### src/rtl/srl_fifo_param.sv
// srl_fifo_param: shift-register FIFO with first-word-fall-through output,
// almost-full flag, sticky overflow/underflow flags and synchronous flush.
// Newest word sits in position 0; the oldest word is at position count-1.
module srl_fifo_param #(
  parameter int DATA_WIDTH   = 8,
  parameter int ADDR_WIDTH   = 2,
  parameter int DEPTH        = 4,
  parameter int AFULL_THRESH = 3
) (
  input  logic                  clk,
  input  logic                  reset_n,
  input  logic                  flush,
  input  logic                  if_write_ce,
  input  logic                  if_write,
  input  logic [DATA_WIDTH-1:0] if_din,
  output logic                  if_full_n,
  output logic                  if_almost_full_n,
  input  logic                  if_read_ce,
  input  logic                  if_read,
  output logic [DATA_WIDTH-1:0] if_dout,
  output logic                  if_empty_n,
  output logic [ADDR_WIDTH:0]   count,
  output logic                  err_ovf,
  output logic                  err_udf
);

  localparam logic [ADDR_WIDTH:0] DEPTH_C = (ADDR_WIDTH+1)'(DEPTH);
  localparam logic [ADDR_WIDTH:0] AFULL_C = (ADDR_WIDTH+1)'(AFULL_THRESH);
  localparam logic [ADDR_WIDTH:0] ONE_C   = (ADDR_WIDTH+1)'(1);

  logic [DATA_WIDTH-1:0] mem_q [DEPTH];
  logic [DATA_WIDTH-1:0] mem_d [DEPTH];
  logic [ADDR_WIDTH:0]   count_q, count_d;
  logic                  err_ovf_q, err_ovf_d;
  logic                  err_udf_q, err_udf_d;
  logic                  wr_req, rd_req;
  logic                  wr_acc, rd_acc;
  logic [ADDR_WIDTH-1:0] rd_idx;

  // Flags decode straight from the registered occupancy.
  assign if_full_n        = (count_q != DEPTH_C);
  assign if_empty_n       = (count_q != '0);
  assign if_almost_full_n = (count_q < AFULL_C);
  assign count            = count_q;
  assign err_ovf          = err_ovf_q;
  assign err_udf          = err_udf_q;

  assign wr_req = if_write & if_write_ce;
  assign rd_req = if_read & if_read_ce;
  assign wr_acc = wr_req & if_full_n;
  assign rd_acc = rd_req & if_empty_n;

  // Oldest word index; wraps harmlessly when empty since dout is don't-care then.
  assign rd_idx  = count_q[ADDR_WIDTH-1:0] - ADDR_WIDTH'(1);
  assign if_dout = mem_q[rd_idx];

  // Shift every word up one slot and insert the new word at slot 0 on an accepted write.
  always_comb begin
    mem_d = mem_q;
    if (wr_acc) begin
      for (int unsigned i = 1; i < DEPTH; i++) begin
        mem_d[i] = mem_q[i-1];
      end
      mem_d[0] = if_din;
    end
  end

  // Storage carries no reset; occupancy alone decides which words are valid.
  always_ff @(posedge clk) begin
    mem_q <= mem_d;
  end

  // Next occupancy and sticky error flags; flush overrides everything else.
  always_comb begin
    count_d   = count_q;
    err_ovf_d = err_ovf_q | (wr_req & ~if_full_n);
    err_udf_d = err_udf_q | (rd_req & ~if_empty_n);
    unique case ({wr_acc, rd_acc})
      2'b10:   count_d = count_q + ONE_C;
      2'b01:   count_d = count_q - ONE_C;
      default: count_d = count_q;
    endcase
    if (flush) begin
      count_d   = '0;
      err_ovf_d = 1'b0;
      err_udf_d = 1'b0;
    end
  end

  // Occupancy and error state registers with asynchronous clear.
  always_ff @(posedge clk or negedge reset_n) begin
    if (!reset_n) begin
      count_q   <= '0;
      err_ovf_q <= 1'b0;
      err_udf_q <= 1'b0;
    end else begin
      count_q   <= count_d;
      err_ovf_q <= err_ovf_d;
      err_udf_q <= err_udf_d;
    end
  end

endmodule

### config.mk
export PLATFORM = sky130hd
export DESIGN_NAME = srl_fifo_param
export DESIGN_NICKNAME = d
export VERILOG_FILES = /design/src/rtl/srl_fifo_param.sv
export SDC_FILE = /design/constraint.sdc
export NUM_CORES = 1
export LEC_CHECK = 0
export BUFFER_PORTS_ARGS = -buffer_cell sky130_fd_sc_hd__buf_2
export CORE_MARGIN = 2
export CORE_UTILIZATION = 50
export CTS_CLUSTER_SIZE = 16
export DETAILED_ROUTE_END_ITERATION = 7
export PLACE_DENSITY = 0.72
export SETUP_SLACK_MARGIN = 0.02
export SYNTH_ARGS = -nofsm -noshare
export SYNTH_HDL_FRONTEND = slang
export SYNTH_SLANG_ARGS = --single-unit
### constraint.sdc
create_clock -name clk -period 9.5 [get_ports clk]
set_clock_uncertainty 0.15 [all_clocks]
set_input_delay 0 -clock clk [delete_from_list [all_inputs] [get_ports clk]]
set_output_delay 0 -clock clk [all_outputs]
set_load 0.1 [all_outputs]
* Word-level counts from Yosys, hierarchy flattened
Cells that the tools add are included.
** Storage, ports and cells
- Register bits :: 37
- Latch bits :: 0
- Memory bits (writable) :: 0
- ROM bits :: 0
- Output and inout port bits :: 16
- Word-level logic and storage cells :: 35
- Memories :: 0
** Operators by class
- Add/sub/neg operators :: 3
- $mul :: 0
- Div/mod/pow operators :: 0
- $lt $le $gt $ge :: 2
- Equality and inequality tests :: 3
- Shift-type cells :: 0
- Muxes and demuxes :: 7
- Bitwise operators :: 11
- Reduce and logical (&&, ||, !) cells :: 2
** Operators by type and width (count)
- 8-bit binary-select mux with 2-bit select :: 1
- 8-bit two-way mux :: 2
- 1-bit AND :: 6
- 3-bit one-hot mux with 2 select lines :: 1
- 3-bit nonzero test :: 2
- 3-bit by 1-bit adder with 3-bit output (second input constant) :: 1
- 3-bit >= comparator (second input constant) :: 1
- 3-bit by 2-bit < comparator with 1-bit output (second input constant) :: 1
- 3-bit two-way mux :: 1
- 3-bit != test (second input constant) :: 1
- 2-bit inverter with 3-bit output :: 1
- 3-bit by 1-bit subtractor with 3-bit output (second input constant) :: 1
- 2-bit by 1-bit == test with 1-bit output (second input constant) :: 1
- 2-bit == test (second input constant) :: 1
- 1-bit two-way mux :: 2
- 1-bit inverter :: 2
- 1-bit OR :: 2
- 2-bit by 1-bit subtractor with 2-bit output (second input constant) :: 1

* Longest topological paths before layout
Gate-level depths: netlist of the first run.
- Depth in word-level cells :: 5
- Depth in mapped cells :: 10
- Gate-level depth less buffers :: 9

* Worst setup path before layout of the first run
OpenSTA, ideal clock, no wires.
- Kind :: reg-to-reg
- Start :: register count_q[0], in the netlist count[0]
- End :: register mem_q[0] in the netlist's numbering, enable pin
- Arrival time :: 3.385 ns
- Required time :: 8.918 ns
- Setup slack :: 5.533 ns
- Cell stages (with the launch flop) :: 5
- Buffers on the path :: 1
- Path through :: dfrtp_1 buf_2 inv_1 ha_1 a21oi_1
** Between the ends
- Longest elaborated chain between the ends :: 2
** Ends and longest elaborated chain
- start: declaration :: line 33 : logic [ADDR_WIDTH:0] count_q, count_d;
- start signal: assignment :: line 97 : count_q <= count_d;
- 3-bit != test :: line 41 : assign if_full_n = (count_q != DEPTH_C);
- 1-bit AND :: line 50 : assign wr_acc = wr_req & if_full_n;
- named net wr_acc :: line 37 : logic wr_acc, rd_acc;
- end signal: assignment :: line 70 : mem_q <= mem_d;
- end: declaration :: line 31 : logic [DATA_WIDTH-1:0] mem_q [DEPTH];
The timed path passes the listed nets, and every way through them passes these cells.
A chain may end at the register's enable or synchronous reset.

* Worst setup path after layout of the first run
- Start :: register count_q[0], in the netlist count[0]
- End :: register count_q[2], in the netlist count[2]
** Between the ends
- Longest elaborated chain between the ends :: 5
- Elaborated cells between the ends (all ways) :: 11
- Classes of those cells :: 2 x add/sub; 3 x eq/ne; 2 x mux; 2 x bitwise; 2 x reduce/logical
** Ends and longest elaborated chain
- 3-bit != test / 3-bit nonzero test (equally long branches) :: line 41, 42
- 1-bit AND (on tied branches) :: line 50, 51
- 2-bit by 1-bit == test with 1-bit output / 2-bit == test (equally long branches) :: line 78 : unique case ({wr_acc, rd_acc})
- 3-bit one-hot mux with 2 select lines :: line 78
- 3-bit two-way mux :: line 83 : if (flush) begin
Several ways; a longest one is shown, not always the timed one.

==> run summary, run 1 <==
The smallest clock period supported by the final layout is computed as 3.105 ns. The placeable core region came out at 0.002805 mm². The worst path uses 32.68% of the clock period. The worst setup path is of the flop to flop kind. TritonCTS built the clock tree.

The number of vias per cell came out at 5.409. The number of maximum-capacitance constraint violations is 0. The maximum number of buffers from clock root to sink is 2. Timing would allow up to 322.1 MHz. The total routed wirelength came out at 2.480 mm.

The quantity of gates resized following cts is 0. The clock insertion delay at the later pin of the skew report is 0.32 ns. The number of antenna violations at the first check in global routing is 0. The number of nets with antenna violations after detailed routing came out at 0. The filler cell count in the final layout is 205. The relative area change from synthesis to final layout is 26.53%.

The die boundary height is 58.69 µm. The clock transition time at the flip-flop clock pins of the worst setup and hold paths is 0.10 ns. The critical-path maximum fanout came out at 13. The routability-driven placement congestion ratio came out at 0.7869. The number of detailed-route iterations in the first pass is 6.

The critical path data required time is 9.60 ns. In this run the worst hold path is classified as primary input to flop. The checks that failed: DRC. The number of buffers added by the clock tree synthesis step is 5. Setup repair after global routing left no endpoint under its margin. For the worst setup path, the data arrival time is 3.21 ns. The total overflow left after global routing is 0. Hold repair after CTS inserted 16 buffers. The area of the mapped netlist is 0.001495 mm².

The critical path goes through inv_1, ha_1, nor2_1, nor2_1, fa_1, or4_1, a21o_1, a31oi_1. Power spread over the standard cell area amounts to 215.4 mW/mm². The post-synthesis average cell area came out at 18.23 µm². The hold violation total from the final report is 0.

The via count of the first global-routing pass is 878. The cell repeated most along the worst path is nor2_1. The startpoint kind of the worst setup timing path is a flop. The floorplan has 19 rows. Setup total negative slack on the finished layout was measured at 0 ns.

The final layout contains 150 nets. Among all stages on the critical path, the largest delay is contributed by dfrtp_1. The cell count after synthesis came out at 82.

The width of the die is 58.69 µm. The number of diodes is 0. In this design, the stage delay of the slowest critical-path cell is 0.78 ns.

Setup violations remaining at the end of the flow were counted as 0. The initial core utilization came out at 53.30%. The tree is rooted in a clkbuf_4. The relative max-transition margin came out at 35.08%. The run finished, with violations left.

For this run, the number of Yosys warnings is 0. The area of the die came out at 0.003444 mm². The number of ports placed on the die boundary came out at 31. The worst vdd rail ir drop came out at 128.9 µV. Buffers placed on the I/O ports in this run total 30.

For this run, design rule violations remaining after detail routing come to 2. The number of storage elements in the synthesis netlist came out at 37. The TritonCTS sink count came out at 37.

The actual transition at the worst max-transition pin came out at 0.9716 ns. The pin count of the biggest net entering global routing is 33. After detailed routing, the average wire length per cell comes to 15.12 µm.

The fraction of layout instances using a drive strength above 1 came out at 36.09%. The HPWL reported at the end of detailed placement is 1.599 mm. Synthesis produced a netlist with a net count of 99. The deepest level of the CTS H-tree came out at 2. Across every metal layer, demand over resource in global routing totals 16.38%. The total setup buffers inserted after CTS is 0. The sort of element at the end of the critical path is a flop. The number of DRC violations after detailed-routing iteration 0 is 20. The leakage component of the power is 0.7142 nW. The hold slack came out at 0.08186 ns. The number of library cell types mapped by synthesis is 24. After synthesis, flip-flops and latches occupy 72.64% of the total area. The global-route wire length before repair came out at 4.084 mm. The number of slew-limit violations in the final report came out at 0. Summing over every cut layer, the via total after detailed routing is 887.
==> final cells by class <==
class / count / area [µm²] / share of cell area (%)
multi-input combinational: 41 / 404.1 / 21.36
timing repair buffer: 46 / 310.3 / 16.40
inverter: 2 / 7.507 / 0.3968
tap: 31 / 38.79 / 2.050
sequential: 37 / 1086 / 57.41
clock inverter: 1 / 3.754 / 0.1984
clock buffer: 6 / 41.29 / 2.183
==> synthesized netlist by cell type (all sizes together) <==
cell    number  area, µm²
nand2b       3      21.27
a211oi       1      12.51
dfrtp        5      125.1
mux2         1      11.26
fa           1      20.02
nand2        4      15.01
and2         2      15.02
buf          1      5.000
clkbuf       1      3.750
or4          1      7.510
ha           1      12.51
a21o         1      7.510
inv          2      7.510
a21oi        2      10.01
edfxtp      32      960.9
nor3         1      5.000
nor2         9      33.78
o311ai       1      8.760
a31oi        2      12.51
nand3        2      10.01
mux2i        1      10.01
mux4         8      180.2
==> worst paths after layout <==
path	end	slack [ns]	start	depth (start not counted)
setup / recovery	count[2]	6.40	count[0]	8
hold / removal	count[1]	0.08	if_write	4
setup reg to reg	count[2]	6.40	count[0]	8
hold reg to reg	mem_q[2]	0.30	mem_q[10]	0
max in group asynchronous	err_ovf	8.59	reset_n	3
min in group asynchronous	count[1]	0.42	reset_n	3
==> cells in the final DEF, fill, tap and decap left out, types with 2 or more instances in the layout <==
master and instances:
edfxtp_1 32, buf_2 30, dlygate4sd3_1 16, nor2_1 9
mux4_2 8, clkbuf_4 5, dfrtp_1 5, nand2_1 4
a31oi_1 2, inv_1 2, nand2b_1 2, nand3_1 2
==> routing by layer <==
layer	GRT usage (%)	wire, µm
met2	26.81	1279
met4	4.870	13
met3	5.055	125
met1	21.35	1061
met5	0	0
==> state kept, by name, indices dropped and copies added, names as in the netlist <==
name,count
err_ovf,1
mem_q,32
err_udf,1
count,3
==> per-stage QoR <==
step | std cells | setup WS [ns] | cell area [µm²] | power [W] | utilization (%)
floorplan | 82 | 5.533 | 1495 | 0.0003144 | -
detailed placement | 141 | 6.348 | 1687 | 0.0003363 | 60.12
CTS | 164 | 6.339 | 1892 | 0.0004113 | 67.44
global route | 164 | 6.207 | 1892 | 0.0004235 | 67.44
global placement | 141 | 6.568 | 1687 | 0.0003344 | 60.12
finish | 164 | 6.395 | 1892 | 0.0004075 | 67.44
==> where the power goes <==
part / leakage [nW] / internal, W / total, W / switching [W]
registers: 0.368 / 0.000186 / 0.000194 / 0.00000781
clock network: 0.0258 / 0.0000269 / 0.0000705 / 0.0000436
logic: 0.321 / 0.0000321 / 0.000143 / 0.000111
total: 0.714 / 0.000245 / 0.000407 / 0.000162
==> logic make-up after synthesis <==
| group | synth area share [%] |
|---|---|
| compound gates | 3.431 |
| fa+ha+maj | 2.176 |
| buf+inv | 1.087 |
| flops | 72.64 |
| mux | 13.47 |
| simple gates | 7.196 |
==> critical path, delay by kind of cell (launching register included) <==
| kind | cells | cell delay (ns) |
|---|---|---|
| and+or+nand+nor | 3 | 0.80 |
| buffers and inverters | 1 | 0.15 |
| DFF | 1 | 0.78 |
| adders and majority gates | 2 | 0.79 |
| AOI/OAI and AO/OA | 2 | 0.35 |
No activity file was read; power rests on OpenSTA's default activity.
==> inputs of run 2 (changes only) <==
Clock period 9.5 ns to 3.23 ns, I/O delays scaled along.
==> run 2 against run 1 <==
Worst hold slack lost 0.014 ns; the run still ends with DRC left; register-to-register slack lost 6.1 ns; sequential power grew to 3.0 times the previous value; sequential share of layout area shrank 1.6 points; wire length grew 11%; clock power grew to 4.7 times the previous value; sequential cell count is the same; via count grew 4.8%.
==> run summary, run 2 (same netlist as run 1, synthesis figures left out) <==
The internal cell power came out at 0.0008307 W (+240%). The clock transition time at the flip-flop clock pins of the worst setup and hold paths is 0.11 ns (about the same). The fraction of layout instances using a drive strength above 1 came out at 39.26% (+3.2 points). The most common cell after layout, fill and taps aside is edfxtp_1.

The worst vdd rail ir drop came out at 433.5 µV (+240%). The flip-flop count of the largest register, all copies and words added was 32 (unchanged). The pin count of the biggest net entering global routing is 33 (unchanged). The aggregate negative setup slack is 0 ns (unchanged). The area of the die is 0.003444 mm² (unchanged). The final critical-path required period is 2.938 ns (-0.1667 ns).

The maximum number of buffers from clock root to sink came out at 2 (unchanged). The classification of the worst-slack hold path is primary input to flop. The overall fraction of global-route tracks in use is 17.93% (+1.5 points). The relative max-transition margin is 67.13% (+32 points).

The critical path goes through inv_1, ha_1, nand2b_4, nand2_1, nor2_1, fa_1, or4_1, a21o_1, a31oi_1. The biggest cell delay along the critical path came out at 0.60 ns (-0.18 ns). The number of buffers added on ports is 30 (unchanged). The number of buffers added by the clock tree synthesis step came out at 5 (unchanged). The number of nets with antenna violations after detailed routing came out at 0 (unchanged).

The final clock period utilization by the worst path is 90.97% (+58 points). The cell area after placement is 0.001703 mm² (+0.96%). The hold violation total from the final report came out at 0 (unchanged). The number of antenna violations at the first check in global routing is 0 (unchanged).

The width of the die is 58.69 µm (unchanged). The number of maximum-capacitance constraint violations is 0 (unchanged). The global-route wire length before repair is 4.291 mm (+5.1%). The number of ports placed on the die boundary was 31 (unchanged). The HPWL reported at the end of detailed placement came out at 1.737 mm (+8.6%).

The switching part of the total came to 37.72% (-2.1 points). The number of DRC violations after detailed-routing iteration 0 came out at 57 (+190%). The number of buffers and inverters on the critical path was 1 (unchanged). The kind of cell with the highest combined delay on the critical path is adder cells.

The via count of the first global-routing pass is 931 (+6.0%). The via count came to 930 (+4.8%). The deepest level of the CTS H-tree came out at 2 (unchanged). Setup repair after global routing left no endpoint under its margin. The number of vias per cell is 5.602 (+3.6%). The global route total overflow is 0 (unchanged). The switching power summed over all nets came to 0.0005030 W (+210%).

The number of slew-limit violations in the final report came out at 0 (unchanged). The part of the total power dissipated in sequential elements came to 43.0% (-4.6 points). The placeable core region came out at 0.002805 mm² (unchanged).

The root buffer cell is clkbuf_4. The actual transition at the worst max-transition pin came out at 0.4965 ns (-0.4751 ns). The leakage component of the power is 0.7356 nW (+3.0%). The critical path is of the flop to flop type. The row count is 19 (unchanged). The die boundary height was 58.69 µm (unchanged).

The endpoint arrival time on the critical path is 3.05 ns (-0.16 ns). The top cell types in the final layout, fill and taps aside, are edfxtp_1, buf_2, dlygate4sd3_1, nor2_1, mux4_2. The cell area after layout came out at 0.001952 mm² (+3.2%). The clock insertion delay at the later pin of the skew report came out at 0.33 ns (about the same). The count of unresolved DRC violations after routing came to 2 (unchanged). The maximum clock rate came out at 340.3 MHz (+5.7%). The initial core utilization is 53.30% (unchanged). The number of nets in the layout is 151 (+0.67%). The total power divided by cell area came out at 683.3 mW/mm² (+220%). The number of diodes is 0 (unchanged).

The total routed wirelength came out at 2.741 mm (+11%). The run finished, with violations left. The TritonCTS sink count is 37 (unchanged). More flip-flops sit in one register than any other, and that register is mem_q. The number of detailed-route iterations in the first pass was 6 (unchanged). The final reports fail on DRC. The startpoint kind of the worst setup timing path is a flop. The average detailed-routed wire length per instance came out at 16.51 µm (+9.2%).

STA classifies the critical path endpoint as a flop. The quantity of gates resized following cts came to 0 (unchanged). The routability-driven placement congestion ratio came out at 0.7951 (+1.0%). The share of total power in combinational logic is 32.1% (-3.0 points). The final count of negative-setup-slack endpoints came out at 0 (unchanged). From synthesis to final layout, the design area changed by 30.54%. The fraction of power consumed by the clock network came out at 24.9% (+7.6 points). The critical path data required time is 3.34 ns (-6.26 ns).

The critical-path maximum fanout is 13 (unchanged). The slowest cell on the critical path is dfrtp_4. TritonCTS built the clock tree.
==> run 2: worst paths after layout <==
| check | cells past startpoint | end | startpoint | slack (ns) |
|---|---|---|---|---|
| max | 9 | count[2] | count[0] | 0.29 |
| min | 5 | count[2] | if_write | 0.07 |
| max reg2reg | 9 | count[2] | count[0] | 0.29 |
| min reg2reg | 0 | mem_q[3] | mem_q[11] | 0.30 |
| max in group asynchronous | 3 | count[0] | reset_n | 2.32 |
| min in group asynchronous | 3 | count[0] | reset_n | 0.41 |
==> run 2: worst reg2reg max path, stage by stage, from the launching register on <==
cell and delay [ns]:
dfrtp_4 0.60, inv_1 0.12, ha_1 0.41, nand2b_4 0.10
nand2_1 0.11, nor2_1 0.07, fa_1 0.43, or4_1 0.54
a21o_1 0.19, a31oi_1 0.15
==> run 2: routing by layer <==
metal  track usage, %  wire (µm)  up-vias
li1                 -          -      424
met1            21.45       1103      456
met2            28.73       1404       46
met3            7.253        198        4
met4            8.117         36        0
met5                0          0        -
==> run 2: through the flow <==
| stage | util [%] | power [W] | instances | setup WS [ns] | hold slack (ns) |
|---|---|---|---|---|---|
| final | 69.58 | 0.001334 | 166 | 0.2917 | 0.06819 |
| after CTS | 69.58 | 0.001344 | 166 | 0.3402 | 0.03765 |
| after floorplan | - | 0.0009295 | 82 | 0.02938 | -0.4456 |
| after detailed placement | 60.70 | 0.0009961 | 142 | 0.3722 | -0.3323 |
| after global placement | 60.70 | 0.0009889 | 142 | 0.4890 | -0.3342 |
| after global routing | 69.58 | 0.001382 | 166 | 0.1256 | 0.07259 |
==> run 2: final cells by class <==
class | count | area (µm²)
clock buffers | 6 | 51.30
inverters | 2 | 7.507
clock inverters | 2 | 37.54
well taps | 31 | 38.79
repair buffers | 47 | 317.8
flip-flops and latches | 37 | 1090
fillers | 202 | 853.3
multi-input cells | 41 | 409.1
==> run 2: power by group through the flow <==
stage                     clock [W]  combinational, W  sequential, W
after floorplan                   0          0.000319       0.000610
after global placement            0          0.000407       0.000582
after detailed placement          0          0.000412       0.000584
after CTS                  0.000343          0.000427       0.000574
after global routing       0.000360          0.000444       0.000578
final                      0.000332          0.000429       0.000573
==> run 2: timing repair <==
| item | CTS | global route |
|---|---|---|
| endpoints found under the hold margin | 18 | 0 |
| hold buffers | 16 | 0 |
| endpoints found under the setup margin | 0 | 0 |
| setup buffers | 0 | 0 |
==> inputs of run 3 (changes only) <==
--- a/config.mk
+++ b/config.mk
@@ -6,10 +6,10 @@
 export NUM_CORES = 1
 export LEC_CHECK = 0
-export BUFFER_PORTS_ARGS = -buffer_cell sky130_fd_sc_hd__buf_2
 export CORE_MARGIN = 2
 export CORE_UTILIZATION = 50
 export CTS_CLUSTER_SIZE = 16
 export DETAILED_ROUTE_END_ITERATION = 7
-export PLACE_DENSITY = 0.72
+export DONT_BUFFER_PORTS = 1
+export PLACE_DENSITY = 0.63
 export SETUP_SLACK_MARGIN = 0.02
 export SYNTH_ARGS = -nofsm -noshare
==> constraint.sdc (replaced) <==
create_clock -name clk -period 3.23 [get_ports clk]
set_clock_uncertainty 0.15 [all_clocks]
set_input_delay 0.8075 -clock clk [delete_from_list [all_inputs] [get_ports clk]]
set_output_delay 0.8075 -clock clk [all_outputs]
set_load 0.1 [all_outputs]
==> run 3 against run 2 <==
Largest cell class unchanged; setup slack got worse by 0.049 ns; largest power group unchanged; worst hold slack improved by 0.23 ns; the flow still finishes with violations (DRC); register-to-register slack improved by 0.22 ns; die area unchanged; critical endpoint is now if_dout[2].
==> run summary, run 3 (same netlist as run 1, synthesis figures left out) <==
The deepest level of the CTS H-tree came out at 2 (unchanged). The number of DRC violations after detailed-routing iteration 0 came out at 40 (-30%). The multi-input gate area in the final layout is 412.9 µm² (+0.92%). The TritonCTS sink count is 37 (unchanged). The total power divided by cell area is 783.5 mW/mm² (+15%). The final reports fail on DRC. The hold violation total from the final report is 0 (unchanged). The routability-driven placement congestion ratio is 0.8629 (+8.5%). Setup repair after global routing left no endpoint under its margin.

Counting flops per register, the top entry is mem_q. The count of unresolved DRC violations after routing came out at 2 (unchanged). The quantity of gates resized following cts is 0 (unchanged). The die boundary height is 58.69 µm (unchanged). The initial core utilization came out at 53.30% (unchanged).

The final clock period utilization by the worst path came to 92.48% (+1.5 points). The number of ports placed on the die boundary is 31 (unchanged). The total setup buffers inserted after CTS is 0 (unchanged). The clock transition time at the flip-flop clock pins of the worst setup and hold paths came out at 0.11 ns (about the same). The clock insertion delay at the later pin of the skew report is 0.34 ns (about the same). The fraction of layout instances using a drive strength above 1 is 35.00% (-4.3 points). The minimum setup slack among reg-to-reg paths is 0.51 ns (+0.22 ns).

The global-route wire length before repair is 3.850 mm (-10%). Walking the worst path, the cells encountered are buf_4, mux4_2. The HPWL reported at the end of detailed placement is 1.683 mm (-3.1%).

The slowest cell on the critical path is mux4_2. The number of diodes is 0 (unchanged). The number of buffers added by the clock tree synthesis step is 5 (unchanged).

The flip-flop count of the largest register, all copies and words added is 32 (unchanged). The post-placement cell count is 122 (-14%). The root buffer cell chosen for the clock tree is clkbuf_4. The worst vdd rail ir drop came to 665.2 µV (+53%). The start-to-end type of the worst setup path is flop to primary output.

The final worst setup slack came to 0.2431 ns (-0.04860 ns). The aggregate negative setup slack came out at 0 ns (unchanged). The via count of the first global-routing pass came to 829 (-11%). On the critical path the largest part of the delay comes from multiplexers. The startpoint kind of the worst setup timing path is a flop.

The number of nets with antenna violations after detailed routing came out at 0 (unchanged). The number of slew-limit violations in the final report came out at 0 (unchanged). The relative max-transition margin is 39.79% (-27 points). The pin count of the biggest net entering global routing was 21 (-36%). The via count came out at 777 (-16%). The endpoint arrival time on the critical path came out at 2.03 ns (-1.02 ns). The number of maximum-capacitance constraint violations was 0 (unchanged). The critical path data required time came out at 2.27 ns (-1.07 ns).

The quantity of hold-fixing buffers added after cts was 1 (-15). The actual transition at the worst max-transition pin came out at 0.9032 ns (+0.4067 ns). The worst setup path is captured at a primary output. The leakage component of the power came to 0.6181 nW (-16%). The final count of negative-setup-slack endpoints came out at 0 (unchanged).

The final critical-path required period is 2.987 ns (+0.04860 ns). The CTS tree is done. The number of buffers and inverters on the critical path came out at 1 (unchanged). The min-delay analysis places its worst path in the category flop to flop. The flow ran to the end, but the final reports show violations. The area taken by flip-flops and latches came out at 0.001091 mm² (+0.11%). The final non-filler cell total is 131 (-21%). The number of nets in the layout came out at 116 (-23%).

The utilization after layout came to 63.11% (-6.5 points). The average detailed-routed wire length per instance came to 18.19 µm (+10%). The width of the die came to 58.69 µm (unchanged). The placeable core region came to 0.002805 mm² (unchanged).

The global route total overflow is 0 (unchanged). The worst-case setup slack after placement came out at 0.5264 ns (+0.1541 ns). The overall fraction of global-route tracks in use is 15.92% (-2.0 points). The critical-path maximum fanout came out at 12 (-1). The number of antenna violations at the first check in global routing came out at 0 (unchanged). The biggest cell delay along the critical path came to 0.85 ns (+0.25 ns). The library cell used most frequently in the layout, excluding fill and tap cells, is edfxtp_1.

The hold slack was 0.2961 ns (+0.2279 ns). The number of buffers added on ports was 0 (-100%). The maximum clock rate is 334.8 MHz (-1.6%).

The total routed wirelength came out at 2.383 mm (-13%). The relative area change from synthesis to final layout came out at 18.41%. The maximum number of buffers from clock root to sink came out at 2 (unchanged). The area of the die came out at 0.003444 mm² (unchanged). The filler cell count in the final layout was 199 (-1.5%). The row count is 19 (unchanged). The number of detailed-route iterations in the first pass is 7 (+1). The number of vias per cell was 5.931 (+5.9%). Leaving out fill and tap cells, the most frequent cells in the layout are edfxtp_1, nor2_1, buf_4, mux4_2, clkbuf_4.
run 3: cell types whose count changed in the layout (fill, tap and decap cells not counted), sizes merged:
| cell | before | now |
|---|---|---|
| dlygate4sd3 | 16 | 1 |
| clkinv | 0 | 1 |
| clkinvlp | 1 | 0 |
| clkbuf | 6 | 5 |
| buf | 31 | 11 |
| bufinv | 1 | 2 |
run 3: final cells by class:
| class | count | area share [%] |
|---|---|---|
| flip-flops and latches | 37 | 61.63 |
| multi-input cells | 41 | 23.32 |
| repair buffers | 12 | 6.643 |
| clock inverters | 3 | 3.675 |
| well taps | 31 | 2.191 |
| clock buffers | 5 | 2.120 |
| inverters | 2 | 0.4240 |
run 3: final timing paths:
path                            from  cells after the start         end
max                         count[0]                      2  if_dout[2]
min in group asynchronous    reset_n                      1     err_ovf
max in group asynchronous    reset_n                      1    count[0]
min reg2reg                mem_q[17]                      0    mem_q[9]
min                        mem_q[17]                      0    mem_q[9]
max reg2reg                 count[0]                      9    count[2]
run 3: worst reg2reg max path, stage by stage (launching register included):
cell,delay [ns]
dfrtp_4,0.48
inv_1,0.09
ha_1,0.41
nand2b_4,0.08
nand2_1,0.10
nor2_1,0.06
fa_1,0.42
or4_1,0.53
a21o_1,0.19
a31oi_1,0.15
run 3: through the flow:
step,instance area (µm²),total power [W]
after floorplan,1513,0.0009308
after global placement,1658,0.001004
after detailed placement,1658,0.001010
after CTS,1770,0.001405
after global routing,1770,0.001437
final,1770,0.001387
run 3: metal layers:
layer  track usage [%]  vias up  share of wire [%]
met2             24.56       29                 47
met5                 0        -                  0
met1             20.49      391                 45
met3             5.934        6                6.4
met4             6.818        0                2.1
li1                  -      351                  -
run 3: power breakdown:
part	switching, W	internal, W
combinational	0.000326	0.000101
clock	0.000150	0.000240
sequential	0.0000213	0.000548
total	0.000498	0.000889
